<file path="config.mk">
export PLATFORM = sky130hd
export DESIGN_NAME = adder_bist
export DESIGN_NICKNAME = d
export VERILOG_FILES = /design/src/rtl/adder_pkg.sv /design/src/rtl/adder_bist_vecgen.sv /design/src/rtl/adder_bist.sv
export SDC_FILE = /design/constraint.sdc
export NUM_CORES = 1
export LEC_CHECK = 0
export CORE_ASPECT_RATIO = 2
export CORE_MARGIN = 2
export CORE_UTILIZATION = 45
export DETAILED_ROUTE_END_ITERATION = 10
export MAX_ROUTING_LAYER = met4
export PLACE_DENSITY = 0.65
export SLEW_MARGIN = 20
export SYNTH_ARGS = -nofsm -noshare
export SYNTH_HDL_FRONTEND = slang
export SYNTH_HIERARCHICAL = 1
export SYNTH_SLANG_ARGS = --single-unit
</file>
<file path="constraint.sdc">
create_clock -name clk -period 3.51 [get_ports clk]
set_input_delay 0.5265 -clock clk [delete_from_list [all_inputs] [get_ports clk]]
set_output_delay 0.5265 -clock clk [all_outputs]
set_load 0.01 [all_outputs]
</file>
<file path="src/rtl/adder_pkg.sv">
// Shared types and widths for the adder built-in self-test.
package adder_pkg;

    localparam int IDX_W = 6;
    localparam int ERR_W = 8;

    typedef enum logic [2:0] {
        ST_IDLE,
        ST_APPLY,
        ST_WAIT,
        ST_CHECK,
        ST_DONE
    } state_e;

    // Vector count for a given adder width; must stay <= 2**IDX_W.
    function automatic int num_vectors(input int width);
        return 3 * width + 3;
    endfunction

endpackage

</file>
<file path="src/rtl/adder_bist_vecgen.sv">
// Combinational map from vector index to the operands and carry-in applied to the adder.
module adder_bist_vecgen
    import adder_pkg::*;
#(
    parameter int WIDTH = 16
) (
    input  logic [IDX_W-1:0] idx_i,
    output logic [WIDTH-1:0] a_o,
    output logic [WIDTH-1:0] b_o,
    output logic             cin_o
);

    // NOTE: every output gets a default first so no path through this block infers a latch.
    always_comb begin
        a_o   = '0;
        b_o   = '0;
        cin_o = 1'b0;
        if (idx_i == IDX_W'(1)) begin
            cin_o = 1'b1;
        end else if (idx_i == IDX_W'(3 * WIDTH + 2)) begin
            a_o   = '1;
            cin_o = 1'b1;
        end else begin
            // Walking-one per bit: A alone, B alone, then both to exercise the carry out of bit i.
            for (int i = 0; i < WIDTH; i++) begin
                if (idx_i == IDX_W'(2 + 3 * i)) a_o[i] = 1'b1;
                if (idx_i == IDX_W'(3 + 3 * i)) b_o[i] = 1'b1;
                if (idx_i == IDX_W'(4 + 3 * i)) begin
                    a_o[i] = 1'b1;
                    b_o[i] = 1'b1;
                end
            end
        end
    end

endmodule

</file>
<file path="src/rtl/adder_bist.sv">
// Self-test controller: drives a fixed vector table into an external adder and
// counts vectors whose {cout, s} differs from a + b + cin.
module adder_bist
    import adder_pkg::*;
#(
    parameter int WIDTH  = 16,
    parameter int SETTLE = 2
) (
    input  logic             clk,
    input  logic             rst,
    input  logic             start,
    output logic [WIDTH-1:0] a,
    output logic [WIDTH-1:0] b,
    output logic             cin,
    input  logic [WIDTH-1:0] s,
    input  logic             cout,
    output logic             busy,
    output logic             done,
    output logic             pass,
    output logic [ERR_W-1:0] err_count,
    output logic [IDX_W-1:0] first_fail
);

    localparam int               N        = num_vectors(WIDTH);
    localparam logic [IDX_W-1:0] LAST_IDX = IDX_W'(N - 1);
    localparam int               WAIT_W   = (SETTLE > 1) ? $clog2(SETTLE) : 1;

    state_e             state_q;
    logic [IDX_W-1:0]   idx_q;
    logic [WAIT_W-1:0]  wait_q;
    logic [WIDTH-1:0]   a_q, b_q;
    logic               cin_q;
    logic               busy_q, done_q, pass_q;
    logic [ERR_W-1:0]   err_q;
    logic [IDX_W-1:0]   first_fail_q;

    logic [WIDTH-1:0]   vec_a_d, vec_b_d;
    logic               vec_cin_d;
    logic [WIDTH:0]     expected_d;
    logic               mismatch_d;

    adder_bist_vecgen #(.WIDTH(WIDTH)) u_vecgen (
        .idx_i (idx_q),
        .a_o   (vec_a_d),
        .b_o   (vec_b_d),
        .cin_o (vec_cin_d)
    );

    always_comb begin
        expected_d = {1'b0, a_q} + {1'b0, b_q} + {{WIDTH{1'b0}}, cin_q};
        mismatch_d = ({cout, s} != expected_d);
    end

    // NOTE: all state below uses non-blocking assignments so every register samples pre-edge values.
    always_ff @(posedge clk) begin
        if (rst) begin
            state_q      <= ST_IDLE;
            idx_q        <= '0;
            wait_q       <= '0;
            a_q          <= '0;
            b_q          <= '0;
            cin_q        <= 1'b0;
            busy_q       <= 1'b0;
            done_q       <= 1'b0;
            pass_q       <= 1'b0;
            err_q        <= '0;
            first_fail_q <= '0;
        end else begin
            case (state_q)
                ST_IDLE, ST_DONE: begin
                    if (start) begin
                        state_q      <= ST_APPLY;
                        idx_q        <= '0;
                        err_q        <= '0;
                        first_fail_q <= '0;
                        done_q       <= 1'b0;
                        pass_q       <= 1'b0;
                        busy_q       <= 1'b1;
                    end
                end
                ST_APPLY: begin
                    a_q     <= vec_a_d;
                    b_q     <= vec_b_d;
                    cin_q   <= vec_cin_d;
                    wait_q  <= '0;
                    state_q <= ST_WAIT;
                end
                ST_WAIT: begin
                    if (wait_q == WAIT_W'(SETTLE - 1)) state_q <= ST_CHECK;
                    else                               wait_q  <= wait_q + 1'b1;
                end
                ST_CHECK: begin
                    // err_q is still zero only until the first mismatch of this run.
                    if (mismatch_d) begin
                        if (err_q != '1) err_q        <= err_q + 1'b1;
                        if (err_q == '0) first_fail_q <= idx_q;
                    end
                    if (idx_q == LAST_IDX) begin
                        state_q <= ST_DONE;
                        busy_q  <= 1'b0;
                        done_q  <= 1'b1;
                        pass_q  <= (err_q == '0) && !mismatch_d;
                    end else begin
                        idx_q   <= idx_q + 1'b1;
                        state_q <= ST_APPLY;
                    end
                end
                default: state_q <= ST_IDLE;
            endcase
        end
    end

    assign a          = a_q;
    assign b          = b_q;
    assign cin        = cin_q;
    assign busy       = busy_q;
    assign done       = done_q;
    assign pass       = pass_q;
    assign err_count  = err_q;
    assign first_fail = first_fail_q;

endmodule

</file>
Word-level counts from Yosys, hierarchy flattened
Index checks and enable logic that the tools add are counted.
Widths: inputs -> output; s select.
{"block": "totals", "reg_bits": 60, "word_cells": 185}
{"block": "classes", "n_addsub": 5, "eq_ne": 63, "mux": 94, "reduce_logical": 12}
{"cell": "$eq 6x6->1 const B", "n": 19}
{"cell": "$eq 6x5->1 const B", "n": 16}
{"cell": "$mux 1", "n": 72}
{"cell": "$mux 16", "n": 4}
{"cell": "$eq 6x4->1 const B", "n": 8}
{"cell": "$eq 6x3->1 const B", "n": 4}
{"cell": "$mux 6", "n": 4}
{"cell": "$mux 8", "n": 3}
{"cell": "$pmux 6 s2", "n": 2}
{"cell": "$add 16x16->17", "n": 1}
{"cell": "$add 17x1->17", "n": 1}
{"cell": "$ne 17x17->1", "n": 1}
{"cell": "$pmux 8 s2", "n": 1}
{"cell": "$ne 2x2->1 const B", "n": 7}
{"cell": "$eq 6x2->1 const B", "n": 2}
{"cell": "$pmux 3 s4", "n": 1}
{"cell": "$mux 3", "n": 3}
{"cell": "$add 8x1->8 const B", "n": 1}
{"cell": "$logic_not 8->1", "n": 1}
{"cell": "$ne 8x8->1 const B", "n": 1}
{"cell": "$pmux 1 s2", "n": 4}
{"cell": "$reduce_and 4->1", "n": 2}
{"cell": "$add 6x1->6 const B", "n": 1}
{"cell": "$eq 3x2->1 const B", "n": 2}
{"cell": "other kinds (11)", "n": 13}

Depth between registers and ports, before layout
Gate-level depths: netlist of run 1.
{"block": "depth", "depth_word": 7, "depth_mapped": 12, "mapped_depth_nobuf": 10}

Cells and area by module
The synthesis of run 1 kept the hierarchy.
{"module": "adder_bist", "n_inst": 1, "cells_per_inst": 459, "area_each_um2": 3701.0, "seq_area_each_um2": 1201.2}
{"module": "adder_bist_vecgen", "n_inst": 1, "cells_per_inst": 108, "area_each_um2": 706.9, "seq_area_each_um2": 0.0}

Least setup slack after synthesis of run 1
No wires, ideal clock.
{"block": "synth_timing", "path_type": "register -> register", "startpoint": "reg a_q[0], in the netlist a[0]", "endpoint": "reg err_q[7], in the netlist err_count[7]", "setup_time_ps": 116, "arrival_time_ps": 3038, "t_required_ps": 3394, "slack_ps": 357, "path_stages_with_launch": 13, "path_buffers": 2, "path_cell_list": "dfxtp_1 > fa_1 > fa_1 > a211oi_4 > o211ai_2 > a2111oi_1 > nor3_1 > a2111oi_2 > and4_1 > buf_6 > buf_12 > o21ai_1 > a31o_1"}
{"block": "synth_between", "elab_chain_cells": 5}
{"element": "from (decl)", "line_no": "adder_bist.sv:31", "text": "logic [WIDTH-1:0] a_q, b_q;"}
{"element": "from (signal assigned)", "line_no": "adder_bist.sv:82", "text": "a_q <= vec_a_d;"}
{"element": "$add 16x16->17", "line_no": "adder_bist.sv:50", "text": "expected_d = {1'b0, a_q} + {1'b0, b_q} + {{WIDTH{1'b0}}, cin_q};"}
{"element": "$add 17x1->17", "line_no": "adder_bist.sv:50"}
{"element": "$ne 17x17->1", "line_no": "adder_bist.sv:51", "text": "mismatch_d = ({cout, s} != expected_d);"}
{"element": "$ne 2x2->1 (no line)"}
{"element": "$reduce_and 4->1 (no line)"}
{"element": "to (signal assigned)", "line_no": "adder_bist.sv:95", "text": "if (err_q != '1) err_q <= err_q + 1'b1;"}
{"element": "to (decl)", "line_no": "adder_bist.sv:34", "text": "logic [ERR_W-1:0] err_q;"}
Every way passes these cells.
A chain may end at the register's enable or synchronous reset.

Final worst setup path of run 1
{"block": "layout_timing", "startpoint": "reg b_q[0], in the netlist b[0]", "endpoint": "reg err_q[6], in the netlist err_count[6]"}
{"block": "layout_between", "elab_chain_cells": 5}
{"element": "from (decl)", "line_no": "adder_bist.sv:31"}
{"element": "from (signal assigned)", "line_no": "adder_bist.sv:83", "text": "b_q <= vec_b_d;"}
{"element": "$add 16x16->17", "line_no": "adder_bist.sv:50"}
{"element": "$add 17x1->17", "line_no": "adder_bist.sv:50"}
{"element": "$ne 17x17->1", "line_no": "adder_bist.sv:51"}
{"element": "$ne 2x2->1 (no line)"}
{"element": "$reduce_and 4->1 (no line)"}
Every way passes these cells.

==> reports/results.txt, run 1 <==
largest family of logic cells by synthesized area -> simple AND/OR/NAND/NOR gates
reg2reg path depth -> 11
Clock Latency Late Sink -> 0.33 ns
CTS tree -> built
CP Class -> register to register
Clk Tree Root Cell -> clkbuf_16
GRT overflow -> 0
largest net degree at the start of global routing -> 56
Final ANT Viol Nets -> 0
final setup margin -> 0.0878 ns
Worst VDD drop -> 0.300 mV
Most Crowded Layer GR -> met2
synth-to-layout area growth -> 23.5%
Crit. Startpoint -> b[0]
diode count -> 0
DR DRC count -> 0
Critical Path Sink -> err_count[6]
Final Skew -> 0.00759 ns
chip width -> 74.0 um
crit end category -> register
Main synth FF type -> dfxtp_1
Area contributors post-synth -> dfxtp_1 27%, nand2_1 8.4%, a21oi_1 6.8%, ha_1 5.4%, xnor2_1 3.0%
synthesized area per cell -> 7.77 um2
FF-to-FF End -> err_count[6]
post-placement cell area -> 5120 um2
Yosys top cell by area -> dfxtp_1
first-pass GRT wire length -> 21.4 mm
Inst Count DP -> 744
outcome -> finished, final reports clean
Nets -> 668
final core occ -> 0.565
complex-gate fraction of the synthesized area -> 0.235
synthesized area -> 4410 um2
syn_nets -> 608
layout filler cell count -> 919
post-synth top area share -> 0.272
Final Cell Area -> 5440 um2
multiplexer share of the synthesized area -> 0.0116
overall power -> 1.62 mW
crit-path max FO -> 18
sequential area share after synthesis -> 0.272
final hold slack -> 0.476 ns
multi-input logic area -> 2940 um2
max-slew violations -> 0
pwr dens -> 298 nW/um2
worst slew pin tran -> 0.656 ns
number of port buffers -> 69
First-pass DRT Iterations -> 5
TritonCTS Buffers -> 9
I/O pin count -> 70
Yosys warnings -> 6
most frequent cells in the layout -> 99 x nand2_1, 68 x clkdlybuf4s50_1, 60 x a21oi_1, 60 x dfxtp_1, 33 x nor2_1
Max Cap Violations -> 0
pre-CTS setup slack -> 0.0498 ns
Simple-Gate Fraction of Synth Area -> 0.288
Iteration-0 DRC Markers -> 127
core area -> 9640 um2
FF+latch area -> 1200 um2
Synth Area in XOR/XNOR -> 0.0576
DP HPWL -> 10.7 mm
# setup viols final -> 0
Post-Synth Adder-Cell Area -> 0.0630
FMAX -> 292 MHz
Non-Filler Instances -> 763
mean number of vias per cell -> 5.71
Reg clk slew, reported paths -> 0.05 ns
layout cells sized above 1 -> 0.0967
M2 GR Usage -> 0.500
reg-to-reg startpoint -> b[0]
met1 Use GR -> 0.254
flop-to-flop setup slack -> 0.09 ns
commonest non-fill, non-tap cell in the layout -> nand2_1
Placer Congestion -> 1.02
library cells used by synthesis -> 78
final hold vios -> 0
Setup Total Neg Slack -> 0 ns
critical path launch point type -> register
Yosys reg bits -> 60
H-tree levels -> 3
Initial Util -> 0.457
GR Util All Layers -> 0.275
Leak -> 1.92 nW
WP data arrival -> 3.64 ns
Async SR Flop Fraction -> 0
CTS max path bufs -> 2
FP Rows -> 51
Worst Path Required -> 3.72 ns
GRT met3 Usage -> 0.0344
vias in the first global route -> 4267
Hold Path Origin -> done
worst min path class -> register to register
number of synthesized flops with an enable pin -> 0
initial antenna violation count -> 0
die area -> 10700 um2
Vias -> 4357
CTS sink count -> 60
Die Y -> 144 um
Relative slew margins -> 0.563
minimum clock period -> 3.42 ns
DR WL/cell -> 18.1 um
final WL -> 13.8 mm
Final period util -> 0.975
Post-Synthesis Cells -> 567
[Yosys cell counts (all sizes together) (4+ instances only)]
library cell and count:
nor3b 5, clkbuf 17, o21ai 25, and3 6, buf 20, nor4 10
a2111oi 4, nand4 11, a22oi 5, nand2 99, and2b 6, nor2 34
a21o 4, xnor2 15, mux2i 4, dfxtp 60, a32oi 4, a21oi 65
nor3 17, ha 19, nor2b 11, xor2 14, o211ai 11, nand3 18
a31o 7, nand2b 6, and2 4, inv 13
[sequential cells by signal (all words and copies together) (netlist names)]
name	cells
pass	1
err_count	8
busy	1
wait_q	1
state_q	3
b	16
idx_q	6
done	1
first_fail	6
a	16
cin	1
[worst max-delay path: stages (launching register included)]
cell and delay (ns):
dfxtp_1 0.33, fa_2 0.41, fa_2 0.40, a211oi_4 0.30, o211ai_2 0.19, a2111oi_4 0.42
nor3_2 0.11, a2111oi_4 0.33, and4_1 0.30, buf_12 0.16, nor4_1 0.06, a311o_1 0.28
[cell families after synthesis]
logic type,count (synthesis)
and+or+nand+nor,249
adders and majority gates,21
buffers and inverters,52
muxes,5
DFF,60
AOI/OAI and AO/OA,151
xor gates and xnor gates,29
[layer usage]
metal / wire (um) / vias to the layer above
met5: 0 / -
li1: - / 2158
met3: 375 / 48
met4: 1000 / 0
met1: 4900 / 2030
met2: 7530 / 121
[repair_timing]
action,4_1_cts,5_1_grt
buffers inserted,0,4
hold buffers,0,0
gates resized for setup,0,7
setup endpoints to repair,0,15
[report_power, final]
| part | internal [mW] | switching [mW] | leakage, nW |
|---|---|---|---|
| combinational | 0.0594 | 0.108 | 1.31 |
| sequential | 0.688 | 0.00759 | 0.484 |
| clock | 0.469 | 0.291 | 0.126 |
[worst min path at each step]
| stage | slack [ns] | cells after the start | endpoint |
|---|---|---|---|
| after global placement | 0.45 | 2 | done |
| final | 0.48 | 2 | done |
| after CTS | 0.48 | 2 | done |
| after detailed placement | 0.47 | 2 | pass |
| after floorplan | 0.46 | 2 | wait_q |
| after global routing | 0.49 | 2 | done |
[layout make-up]
type / instances / share of cell area
flip-flops and latches: 60 / 0.221
inverters: 14 / 0.00966
clock inverters: 3 / 0.00276
multi-input cells: 455 / 0.540
clock buffers: 12 / 0.0434
repair buffers: 87 / 0.153
well taps: 132 / 0.0303
Power figures use the tool's default switching activity.
==> run 2, diff against run 1 <==
ABC_AREA = 1   (was not set)
==> run 2 against run 1 <==
Against the previous run:
- hold slack barely moved
- flip-flop and latch count did not move
- area after synthesis fell by 1.2%
- combinational power rose to 3.4 times the previous value
- critical path type unchanged
- largest cell class unchanged
==> reports/results.txt, run 2 <==
Vias -> 4597 (was 4357)
number of port buffers -> 69 (unchanged)
layout filler cell count -> 914 (was 919)
flop-to-flop setup slack -> 0.47 ns (was 0.09 ns)
initial antenna violation count -> 0 (unchanged)
post-CTS sizing -> 0 (unchanged)
final hold vios -> 0 (unchanged)
first-pass GRT wire length -> 21.8 mm (was 21.4 mm)
Worst Path Required -> 3.73 ns (was 3.72 ns)
final setup margin -> 0.468 ns (was 0.0878 ns)
DP HPWL -> 11.2 mm (was 10.7 mm)
synthesized area per cell -> 6.38 um2 (was 7.77 um2)
crit-path max cell delay -> 0.47 ns (was 0.42 ns)
Worst VDD drop -> 0.425 mV (was 0.300 mV)
multi-input logic area -> 2740 um2 (was 2940 um2)
Reg clk slew, reported paths -> 0.05 ns (about the same)
Relative slew margins -> 0.556 (was 0.563)
pre-CTS setup slack -> 0.468 ns (was 0.0498 ns)
CTS max path bufs -> 2 (unchanged)
Final ANT Viol Nets -> 0 (unchanged)
critical path launch point type -> register (unchanged)
First-pass DRT Iterations -> 7 (was 5)
reg-to-reg startpoint -> a[0] (was b[0])
synth-to-layout area growth -> 24.9% (was 23.5%)
Initial Util -> 0.464 (was 0.457)
CTS sink count -> 60 (unchanged)
Hold Path Origin -> wait_q (was done)
diode count -> 0 (unchanged)
Setup Total Neg Slack -> 0 ns (unchanged)
largest net degree at the start of global routing -> 41 (was 56)
Critical Path, Cell by Cell -> fa_1 -> fa_1 -> nand2_1 -> nand2_1 -> nand3_1 -> nand2_1 -> nand2_1 -> nand2_1 -> nand2_1 -> nand2_1 -> nand2_1 -> nand2_2 -> nor2_4 -> nand4_4 -> a21oi_1 -> nor2_1 (was fa_2 -> fa_2 -> a211oi_4 -> o211ai_2 -> a2111oi_4 -> nor3_2 -> a2111oi_4 -> and4_1 -> buf_12 -> nor4_1 -> a311o_1)
unrepaired setup endpoints after global routing -> no
syn_nets -> 724 (was 608)
final hold slack -> 0.476 ns (about the same)
DR DRC count -> 0 (unchanged)
CP dominant cell by count -> nand2_1
outcome -> finished, final reports clean (unchanged)
crit-path max FO -> 28 (was 18)
CTS tree -> built (unchanged)
post-placement cell area -> 5100 um2 (was 5120 um2)
CP Class -> register to register (unchanged)
overall power -> 2.34 mW (was 1.62 mW)
vias in the first global route -> 4493 (was 4267)
synthesized area -> 4350 um2 (was 4410 um2)
final WL -> 13.9 mm (was 13.8 mm)
Post-Synthesis Cells -> 683 (was 567)
Yosys warnings -> 6 (unchanged)
crit path buf inv count -> 0 (was 1)
setup bufs post-CTS -> 0 (unchanged)
Async SR Flop Fraction -> 0 (unchanged)
H-tree levels -> 3 (unchanged)
worst slew pin tran -> 0.660 ns (was 0.656 ns)
Yosys reg bits -> 60 (unchanged)
Hold Buf Count CTS -> 0 (unchanged)
Crit. Startpoint -> a[0] (was b[0])
most frequent cells in the layout -> 185 x nand2_1, 93 x nand3_1, 79 x inv_1 (was 99 x nand2_1, 68 x clkdlybuf4s50_1, 60 x a21oi_1, 60 x dfxtp_1, 33 x nor2_1)
Max Cap Violations -> 0 (unchanged)
top-count cell post-synth -> nand2_1 (unchanged)
cell family with most CP delay -> simple AND/OR/NAND/NOR gates (was compound AO/OA/AOI/OAI gates)
FF+latch area -> 1200 um2 (unchanged)
Main synth FF type -> dfxtp_1 (unchanged)
# setup viols final -> 0 (unchanged)
TritonCTS Buffers -> 9 (unchanged)
I/O pin count -> 70 (unchanged)
chip width -> 73.6 um (was 74.0 um)
Die Y -> 143 um (was 144 um)
sequential area share after synthesis -> 0.276 (was 0.272)
FP Rows -> 50 (was 51)
post-synth top area share -> 0.276 (was 0.272)
Final Skew -> 0.00608 ns (was 0.00759 ns)
Final Cell Area -> 5440 um2 (about the same)
FMAX -> 329 MHz (was 292 MHz)
Clock Latency Late Sink -> 0.33 ns (about the same)
number of synthesized flops with an enable pin -> 0 (unchanged)
core area -> 9380 um2 (was 9640 um2)
worst min path class -> register to register (unchanged)
Area contributors post-synth -> dfxtp_1 28%, nand2_1 16%, nand3_1 11%, a21oi_1 7.9%, inv_1 6.8% (was dfxtp_1 27%, nand2_1 8.4%, a21oi_1 6.8%, ha_1 5.4%, xnor2_1 3.0%)
Placer Congestion -> 0.993 (was 1.02)
die area -> 10500 um2 (was 10700 um2)
DR WL/cell -> 16.2 um (was 18.1 um)
pwr dens -> 431 nW/um2 (was 298 nW/um2)
minimum clock period -> 3.04 ns (was 3.42 ns)
top cells by count, synth -> 186 x nand2_1, 93 x nand3_1, 79 x inv_1 (was 99 x nand2_1, 60 x a21oi_1, 60 x dfxtp_1)
mean number of vias per cell -> 5.38 (was 5.71)
Nets -> 787 (was 668)
WP data arrival -> 3.26 ns (was 3.64 ns)
Critical-path top delay cell -> fa_1 (was a2111oi_4)
Final period util -> 0.867 (was 0.975)
Leak -> 2.39 nW (was 1.92 nW)
Yosys top cell by area -> dfxtp_1 (unchanged)
library cells used by synthesis -> 41 (was 78)
max-slew violations -> 0 (unchanged)
GRT overflow -> 0 (unchanged)
commonest non-fill, non-tap cell in the layout -> nand2_1 (unchanged)
Clk Tree Root Cell -> clkbuf_16 (unchanged)
Iteration-0 DRC Markers -> 175 (was 127)
layout cells sized above 1 -> 0.0826 (was 0.0967)
crit end category -> register (unchanged)
GR Util All Layers -> 0.281 (was 0.275)
==> run 2: metal layers <==
layer,vias to the layer above,track usage,part of all wire
li1,2355,-,-
met1,2087,0.248,0.34
met2,111,0.539,0.57
met3,44,0.0346,0.027
met4,0,0.159,0.055
met5,-,-,0
==> run 2: worst reg2reg max path: cells and delay by family, from the launching register on <==
family	cells	cell delay (ns)
and+or+nand+nor	13	1.43
adders and majority gates	2	0.89
DFF	1	0.33
AOI/OAI and AO/OA	1	0.28
==> run 2: worst paths after layout <==
check / endpoint / cells after the start
worst min-delay path: wait_q / 2
worst max register to register: first_fail[1] / 16
worst min register to register: wait_q / 2
worst max-delay path: first_fail[1] / 16
==> run 2: stage by stage <==
stage,instances,utilization
floorplan,683,-
global placement,839,0.543
detailed placement,839,0.543
CTS,855,0.579
global route,855,0.579
finish,855,0.579
==> run 2: power breakdown <==
part | switching [mW] | internal [mW] | total [mW] | leakage, nW
clock network | 0.300 | 0.679 | 0.979 | 0.162
registers | 0.0513 | 0.739 | 0.790 | 0.486
logic | 0.352 | 0.223 | 0.576 | 1.74
==> run 2: kinds of logic after synthesis <==
group | share of synthesized area
buffers and inverters | 0.0968
DFF | 0.276
and+or+nand+nor | 0.424
xor gates and xnor gates | 0.0319
adders and majority gates | 0.0638
AOI/OAI and AO/OA | 0.107
==> run 2: final cells by class <==
class | count | area share
clock buffer | 13 | 0.0497
timing repair buffer | 73 | 0.133
clock inverter | 3 | 0.0124
multi-input combinational | 519 | 0.503
inverter | 83 | 0.0573
sequential | 60 | 0.221
tap | 104 | 0.0239
